## src/rtl/fetch_sequencer_if.sv

```systemverilog
// Instruction-memory request/response bus between the fetch sequencer and imem.
// At most one request is outstanding; responses are never back-pressured.
interface fetch_sequencer_if;
  localparam int unsigned XLEN = 32;

  logic            imem_req;
  logic [XLEN-1:0] imem_addr;
  logic            imem_ready;
  logic            imem_rvalid;
  logic [XLEN-1:0] imem_rdata;

  modport master (
    output imem_req,
    output imem_addr,
    input  imem_ready,
    input  imem_rvalid,
    input  imem_rdata
  );

  modport slave (
    input  imem_req,
    input  imem_addr,
    output imem_ready,
    output imem_rvalid,
    output imem_rdata
  );
endinterface

```

## src/rtl/fetch_sequencer.sv

```systemverilog
// Instruction fetch sequencer: issues one imem read at a time, buffers the
// returned word for decode, and handles trap/branch redirects with flush.
module fetch_sequencer #(
  parameter logic [31:0] RESET_VECTOR = 32'h0000_0000
) (
  input  logic                       clk,
  input  logic                       rst_n,
  input  logic                       trap_valid,
  input  logic [31:0]                trap_target,
  input  logic                       branch_valid,
  input  logic [31:0]                branch_target,
  fetch_sequencer_if.master          imem,
  output logic                       inst_valid,
  input  logic                       inst_ready,
  output logic [31:0]                inst_pc,
  output logic [31:0]                inst_data,
  output logic [31:0]                pc
);
  localparam int unsigned XLEN       = 32;
  localparam logic [XLEN-1:0] ALIGN_MASK = 32'hFFFF_FFFC;
  localparam logic [XLEN-1:0] PC_STEP    = 32'd4;

  typedef enum logic [1:0] {BOOT, REQ, WAIT, DROP} state_t;

  state_t          state;
  logic [XLEN-1:0] req_pc;
  logic            redirect;
  logic [XLEN-1:0] redirect_pc;
  logic            buf_free;
  logic            accept;

  // Trap wins over branch; targets are forced word-aligned.
  assign redirect    = trap_valid | branch_valid;
  assign redirect_pc = (trap_valid ? trap_target : branch_target) & ALIGN_MASK;

  assign buf_free       = !inst_valid || inst_ready;
  assign imem.imem_req  = rst_n && (state == REQ) && buf_free && !redirect;
  assign imem.imem_addr = pc;
  assign accept         = imem.imem_req && imem.imem_ready;

  always_ff @(posedge clk) begin
    if (!rst_n) begin
      state      <= BOOT;
      pc         <= RESET_VECTOR;
      req_pc     <= '0;
      inst_valid <= 1'b0;
      inst_pc    <= '0;
      inst_data  <= '0;
    end else begin
      if (inst_ready) inst_valid <= 1'b0;

      case (state)
        BOOT: begin
          if (redirect) pc <= redirect_pc;
          state <= REQ;
        end
        REQ: begin
          if (redirect) begin
            pc <= redirect_pc;
          end else if (accept) begin
            req_pc <= pc;
            pc     <= pc + PC_STEP;
            state  <= WAIT;
          end
        end
        WAIT: begin
          if (redirect) begin
            pc    <= redirect_pc;
            state <= imem.imem_rvalid ? REQ : DROP;
          end else if (imem.imem_rvalid) begin
            inst_valid <= 1'b1;
            inst_pc    <= req_pc;
            inst_data  <= imem.imem_rdata;
            state      <= REQ;
          end
        end
        DROP: begin
          // The stale response still owed by memory is swallowed here.
          if (redirect) pc <= redirect_pc;
          if (imem.imem_rvalid) state <= REQ;
        end
        default: state <= BOOT;
      endcase

      // Flush beats both consumption and capture.
      if (redirect) inst_valid <= 1'b0;
    end
  end
endmodule

```

## src/flat_wrapper.sv

```systemverilog
// flat-port wrapper written by rule: the top's interface ports become plain ports
module fetch_sequencer_flat 
#(
  parameter logic [31:0] RESET_VECTOR = 32'h0000_0000
)
  (clk, rst_n, trap_valid, trap_target, branch_valid, branch_target, inst_valid, inst_ready, inst_pc, inst_data, pc, imem_imem_req, imem_imem_addr, imem_imem_ready, imem_imem_rvalid, imem_imem_rdata);
  fetch_sequencer_if imem_i ();
  input  logic clk;
  input  logic rst_n;
  input  logic trap_valid;
  input  logic [31:0] trap_target;
  input  logic branch_valid;
  input  logic [31:0] branch_target;
  output logic inst_valid;
  input  logic inst_ready;
  output logic [31:0] inst_pc;
  output logic [31:0] inst_data;
  output logic [31:0] pc;
  output wire logic [$bits(imem_i.imem_req)-1:0] imem_imem_req;
  output wire logic [$bits(imem_i.imem_addr)-1:0] imem_imem_addr;
  input wire logic [$bits(imem_i.imem_ready)-1:0] imem_imem_ready;
  input wire logic [$bits(imem_i.imem_rvalid)-1:0] imem_imem_rvalid;
  input wire logic [$bits(imem_i.imem_rdata)-1:0] imem_imem_rdata;
  assign imem_imem_req = imem_i.imem_req;
  assign imem_imem_addr = imem_i.imem_addr;
  assign imem_i.imem_ready = imem_imem_ready;
  assign imem_i.imem_rvalid = imem_imem_rvalid;
  assign imem_i.imem_rdata = imem_imem_rdata;
  fetch_sequencer #(.RESET_VECTOR(RESET_VECTOR)) u_core (.clk(clk), .rst_n(rst_n), .trap_valid(trap_valid), .trap_target(trap_target), .branch_valid(branch_valid), .branch_target(branch_target), .imem(imem_i), .inst_valid(inst_valid), .inst_ready(inst_ready), .inst_pc(inst_pc), .inst_data(inst_data), .pc(pc));
endmodule
```

## config.mk

```make
export PLATFORM = sky130hd
export DESIGN_NAME = fetch_sequencer_flat
export DESIGN_NICKNAME = d
export VERILOG_FILES = /design/src/rtl/fetch_sequencer_if.sv /design/src/rtl/fetch_sequencer.sv /design/src/flat_wrapper.sv
export SDC_FILE = /design/constraint.sdc
export NUM_CORES = 1
export LEC_CHECK = 0
export ABC_CLOCK_PERIOD_IN_PS = 4400
export CORE_ASPECT_RATIO = 0.75
export CORE_MARGIN = 8
export CORE_UTILIZATION = 35
export DETAILED_ROUTE_END_ITERATION = 12
export PLACE_DENSITY = 0.67
export SYNTH_ARGS = -nofsm -noshare
export SYNTH_HDL_FRONTEND = slang
export SYNTH_SLANG_ARGS = --single-unit
```

## constraint.sdc

```tcl
create_clock -name clk -period 4.4 [get_ports clk]
set_clock_uncertainty 0.1 [all_clocks]
set_input_delay 1.32 -clock clk [delete_from_list [all_inputs] [get_ports clk]]
set_output_delay 1.32 -clock clk [all_outputs]
set_load 0.01 [all_outputs]
```

# Word-level counts from Yosys, hierarchy flattened
# Cells that the tools add are included.
[op_classes]
reduce_logical = 14
magnitude_cmp = 0
add_sub_neg = 1
n_mul = 0
muxes = 14
bitwise_logic = 3
eq_ne = 7
n_shift = 0
div = 0
[op_table]
columns = ["cell", "count"]
rows = [
  ["$mux 32", 4],
  ["$pmux 32 s2", 1],
  ["$add 32x3->32 const B", 1],
  ["$mux 2", 5],
  ["$pmux 2 s4", 1],
  ["$reduce_and 3->1", 2],
  ["$eq 2x2->1 const B", 2],
  ["$logic_and 1x1->1", 4],
  ["$ne 2x1->1 const B", 2],
  ["$reduce_and 2->1", 2],
  ["$mux 1", 3],
  ["$ne 3x1->1 const B", 1],
  ["$reduce_or 3->1", 1],
  ["$eq 2x1->1 const B", 1],
  ["$logic_not 1->1", 2],
  ["$logic_not 2->1", 1],
  ["$ne 2x2->1 const B", 1],
  ["$not 1->1", 2],
  ["$reduce_or 2->1", 1],
  ["$logic_or 1x1->1", 1],
  ["$or 1x1->1", 1],
]
[word_totals]
ram_bits = 0
memories = 0
word_cells = 45
out_inout_bits = 130
romBits = 0
latch_bits = 0
ff_bits = 131
inputBits = 103

# Logic depth before layout (Yosys ltp)
# Gate-level depths: netlist of the first run.
[logic_depth]
depth_word = 8
mapped_depth = 8
ltp_nobuf = 6

# Worst setup path after synthesis of the first run
# Ideal clock, no wire load.
[synth_path]
path_type = "input to output"
from = "input port trap_valid"
to = "output port imem_imem_req"
arrival_time_ns = 2.590
setup_slack_ns = 0.390
required_ns = 2.980
path_stages = 5
path_buffers = 2
cell_sequence = "buf_2 -> nor4b_2 -> buf_2 -> nand2_1 -> nor2_1"
[synth_via]
elab_chain_len = 3
[synth_rtl]
columns = ["item", "line", "source"]
rows = [
  ["start, declared", "flat_wrapper.sv:10", "input logic trap_valid;"],
  ["$or 1x1->1", "fetch_sequencer.sv:33", "assign redirect = trap_valid | branch_valid;"],
  ["$logic_not 1->1", "fetch_sequencer.sv:37", "assign imem.imem_req = rst_n && (state == REQ) && buf_free && !redirect;"],
  ["$logic_and 1x1->1", "fetch_sequencer.sv:37", ""],
  ["end, declared", "flat_wrapper.sv:19", "output wire logic [$bits(imem_i.imem_req)-1:0] imem_imem_req;"],
]
# No other way between the ends.

# Final worst setup path of the first run
[layout_path]
from = "input port branch_valid"
to = "output port imem_imem_req"
[layout_via]
elab_chain_len = 3
[layout_rtl]
columns = ["item", "line", "source"]
rows = [
  ["start, declared", "flat_wrapper.sv:12", "input logic branch_valid;"],
  ["$or 1x1->1", "fetch_sequencer.sv:33", ""],
  ["$logic_not 1->1", "fetch_sequencer.sv:37", ""],
  ["$logic_and 1x1->1", "fetch_sequencer.sv:37", ""],
]
# No other way between the ends.

==> impl_metrics.tcl, run 1 <==
set metrics [dict create \
    cts_resized 0 \
    dp_hpwl_um 14700 \
    status "finished clean" \
    fp.coreArea_um2 16600 \
    wl_met3_um 2030 \
    first_global_vias 5726 \
    cts_made_buffers 17 \
    postCtsHoldBufs 0 \
    period_share_pct 95.8 \
    grt_pass1_wl_um 31400 \
    gp_congestion 0.829 \
    p_leak_uw 0.00299 \
    wl_met1_um 8890 \
    critical_path_class "input port to output pin" \
    start_util_pct 35.3 \
    intPower_uw 2280 \
    yosys.area.top_type "dfxtp_1" \
    grt_overflow 0 \
    relSlewSlack_pct 39.6 \
    clock_path_buffers 2 \
    num_rows 41 \
    netlist_instances 766 \
    synth_edf_count 0 \
    cp_num_buf_inv 2 \
    grt_start_max_net_pins 63 \
    regArea_um2 2500 \
    htreeDepth 4 \
    num-fill-cells 1622 \
    critPathLaunchType "input port" \
    cts_root_buffer "clkbuf_16" \
    drc 0 \
    ys_seq_area_share_pct 42.6 \
    synth_area_leaders "dfxtp_1 (43%), nand2_1 (14%), a21oi_1 (10%), buf_4 (5.0%), mux2i_1 (3.2%)" \
    wl_um 20500 \
    power_switching_uw 758 \
    synthArstFlopShare_pct 0 \
    dieWidth_um 166 \
    critPathTopFamily "buffers and inverters" \
    multi_input_area_um2 2870 \
    cts_tree "built" \
    clkPwrFrac_pct 48.1 \
    hold_class "register to register" \
    via_per_inst 5.21 \
    drtIter0Drc 421 \
    synthFlopType "dfxtp_1" \
    critPathMaxStageDelay_ns 0.55 \
    synth_top_area_share_pct 42.6 \
    finalCriticalPeriod_ns 4.21 \
    cpMostUsedCell "clkdlybuf4s50_1" \
    clk_latency_ns 0.41 \
    ys_types 56 \
    postCtsSetupBuffers 0 \
    path_max_fanout 2 \
    rsz0062_at_grt "false" \
    fmax_mhz 237 \
    diodes 0 \
    yosysWarnings 0 \
    drive_gt1_share_pct 7.26 \
    slew_viol_final 0 \
    dr.pass1.iters 5 \
    worstPathArrival_ns 2.79 \
    top_layer_used "met4" \
    dr_wl_met2_um 9320 \
    clk_pin_slew_worst_paths_ns 0.06 \
    ir_drop_uv 272 \
    ios 233 \
    vias 6070 \
    combPwrFrac_pct 11.7 \
    area_growth_syn_to_layout_pct 46.8 \
    portBuffers 222 \
    p_seq_share_pct 40.2 \
    cts_sinks 125 \
    track_usage_pct 18.7 \
    cp.required_ns 2.98 \
    nNetsFinal 1041 \
    antenna_found_initial 0 \
    drtAntennaViolNets 0 \
    p_per_area_nw_per_um2 353 \
    avgSynthCellArea_um2 7.66 \
    p_sw_share_pct 24.9 \
    synth-seq-cells 125 \
    setup_viol_count_final 0 \
    hold_violations 0 \
    setup_tns_ns 0 \
    cap_violations 0 \
    final_util_pct 51.8 \
    die_area_um2 21200 \
    wl_per_cell_um 17.6 \
    holdWs_ns 0.348 \
    cpMaxStageDelayCell "clkdlybuf4s50_1" \
    chipHeight_um 128 \
    path_cells "clkdlybuf4s50_1 > nor4b_4 > nand2_1 > nor2_1 > clkdlybuf4s50_1" \
    syn-cell-area_um2 5870 \
    end_kind "output pin" \
    worst_pin_slew_ns 0.907 \
]
layout make-up:
cell class,instances,area share [%]
well taps,215,3.12
multi-input cells,550,33.3
clock inverters,14,2.09
flip-flops and latches,125,29.0
clock buffers,18,5.10
repair buffers,238,27.1
inverters,5,0.247
power by group through the flow:
stage          Clock, µW  Combinational [µW]  Sequential, µW
3_5_place_dp           0                 354            1250
2_1_floorplan          0                 172            1230
4_1_cts             1490                 357            1220
6_report            1460                 355            1220
5_1_grt             1550                 382            1230
3_3_place_gp           0                 353            1250
cells in the mapped netlist (5+ instances only):
master	number
nor3_1	18
nor2_1	23
dfxtp_1	125
nand2_1	213
a31oi_1	8
buf_2	5
clkbuf_1	42
o21ai_0	28
buf_4	39
nand3_1	8
o22ai_1	5
nand4_1	17
and3_1	11
and2_1	5
o211ai_1	6
mux2i_1	19
a21oi_1	121
or3_1	5
nor4_1	7
final timing paths:
kind / start / end / slack [ns] / cells after the start
hold reg to reg: u_core.req_pc[14] / u_core.inst_pc[14] / 0.35 / 2
setup / recovery: branch_valid / imem_imem_req / 0.19 / 5
setup reg to reg: u_core.imem.imem_addr[2] / u_core.imem.imem_addr[30] / 1.44 / 6
hold / removal: u_core.req_pc[14] / u_core.inst_pc[14] / 0.35 / 2
cells by family after synthesis:
kind of cell / Yosys count / share of synthesized area (%)
flops: 125 / 42.6
mux: 23 / 4.01
buf+inv: 96 / 9.21
simple gates: 331 / 25.9
fa+ha+maj: 1 / 0.213
compound gates: 189 / 17.9
other cells: 1 / 0.0639
routing by layer:
layer / GRT usage [%] / up-vias
met2: 28.1 / 230
met5: 0 / -
li1: - / 2965
met1: 24.6 / 2851
met4: 6.08 / 0
met3: 6.51 / 24
flip-flops by register name, indices dropped and copies added (netlist names):
| name | count |
|---|---|
| u_core.imem.imem_addr | 30 |
| u_core.state | 2 |
| u_core.inst_valid | 1 |
| u_core.inst_data | 32 |
| u_core.inst_pc | 30 |
| u_core.req_pc | 30 |
layout by cell type (no fill, tap or decap), types with 5 or more instances in the layout:
cell / count
clkdlybuf4s50_1: 221
nand2_1: 213
dfxtp_1: 125
a21oi_1: 121
o21ai_0: 28
nor2_1: 22
mux2i_1: 19
nor3_1: 18
nand4_1: 17
clkbuf_16: 17
buf_4: 16
and3_1: 11
nand3_1: 8
a31oi_1: 8
nor4_1: 7
o211ai_1: 6
conb_1: 6
inv_6: 6
and2_1: 5
o22ai_1: 5
worst register-to-register path, cell delays in order (launching register included):
cell and delay [ns]:
dfxtp_1 0.61, ha_1 0.42, nand4_4 0.17, nor4_1 0.69, nand4_1 0.39, or3_1 0.45
nand3_1 0.08
metrics by stage:
stage,cells,worst slack [ns],area (µm²),total power [µW]
finish,1165,0.186,8620,3040
global route,1165,0.0867,8620,3160
CTS,1165,0.173,8620,3070
detailed placement,1133,0.179,8000,1600
global placement,1133,0.179,8000,1600
floorplan,771,0.390,5890,1400
Note: power is estimated with default switching activity, not from simulation.
==> run 2: changes to the inputs <==
Settings changed: SETUP_SLACK_MARGIN set to 0.05.
==> results of run 2 <==
Final layout, timing and power as in run 1 (identical DEF).
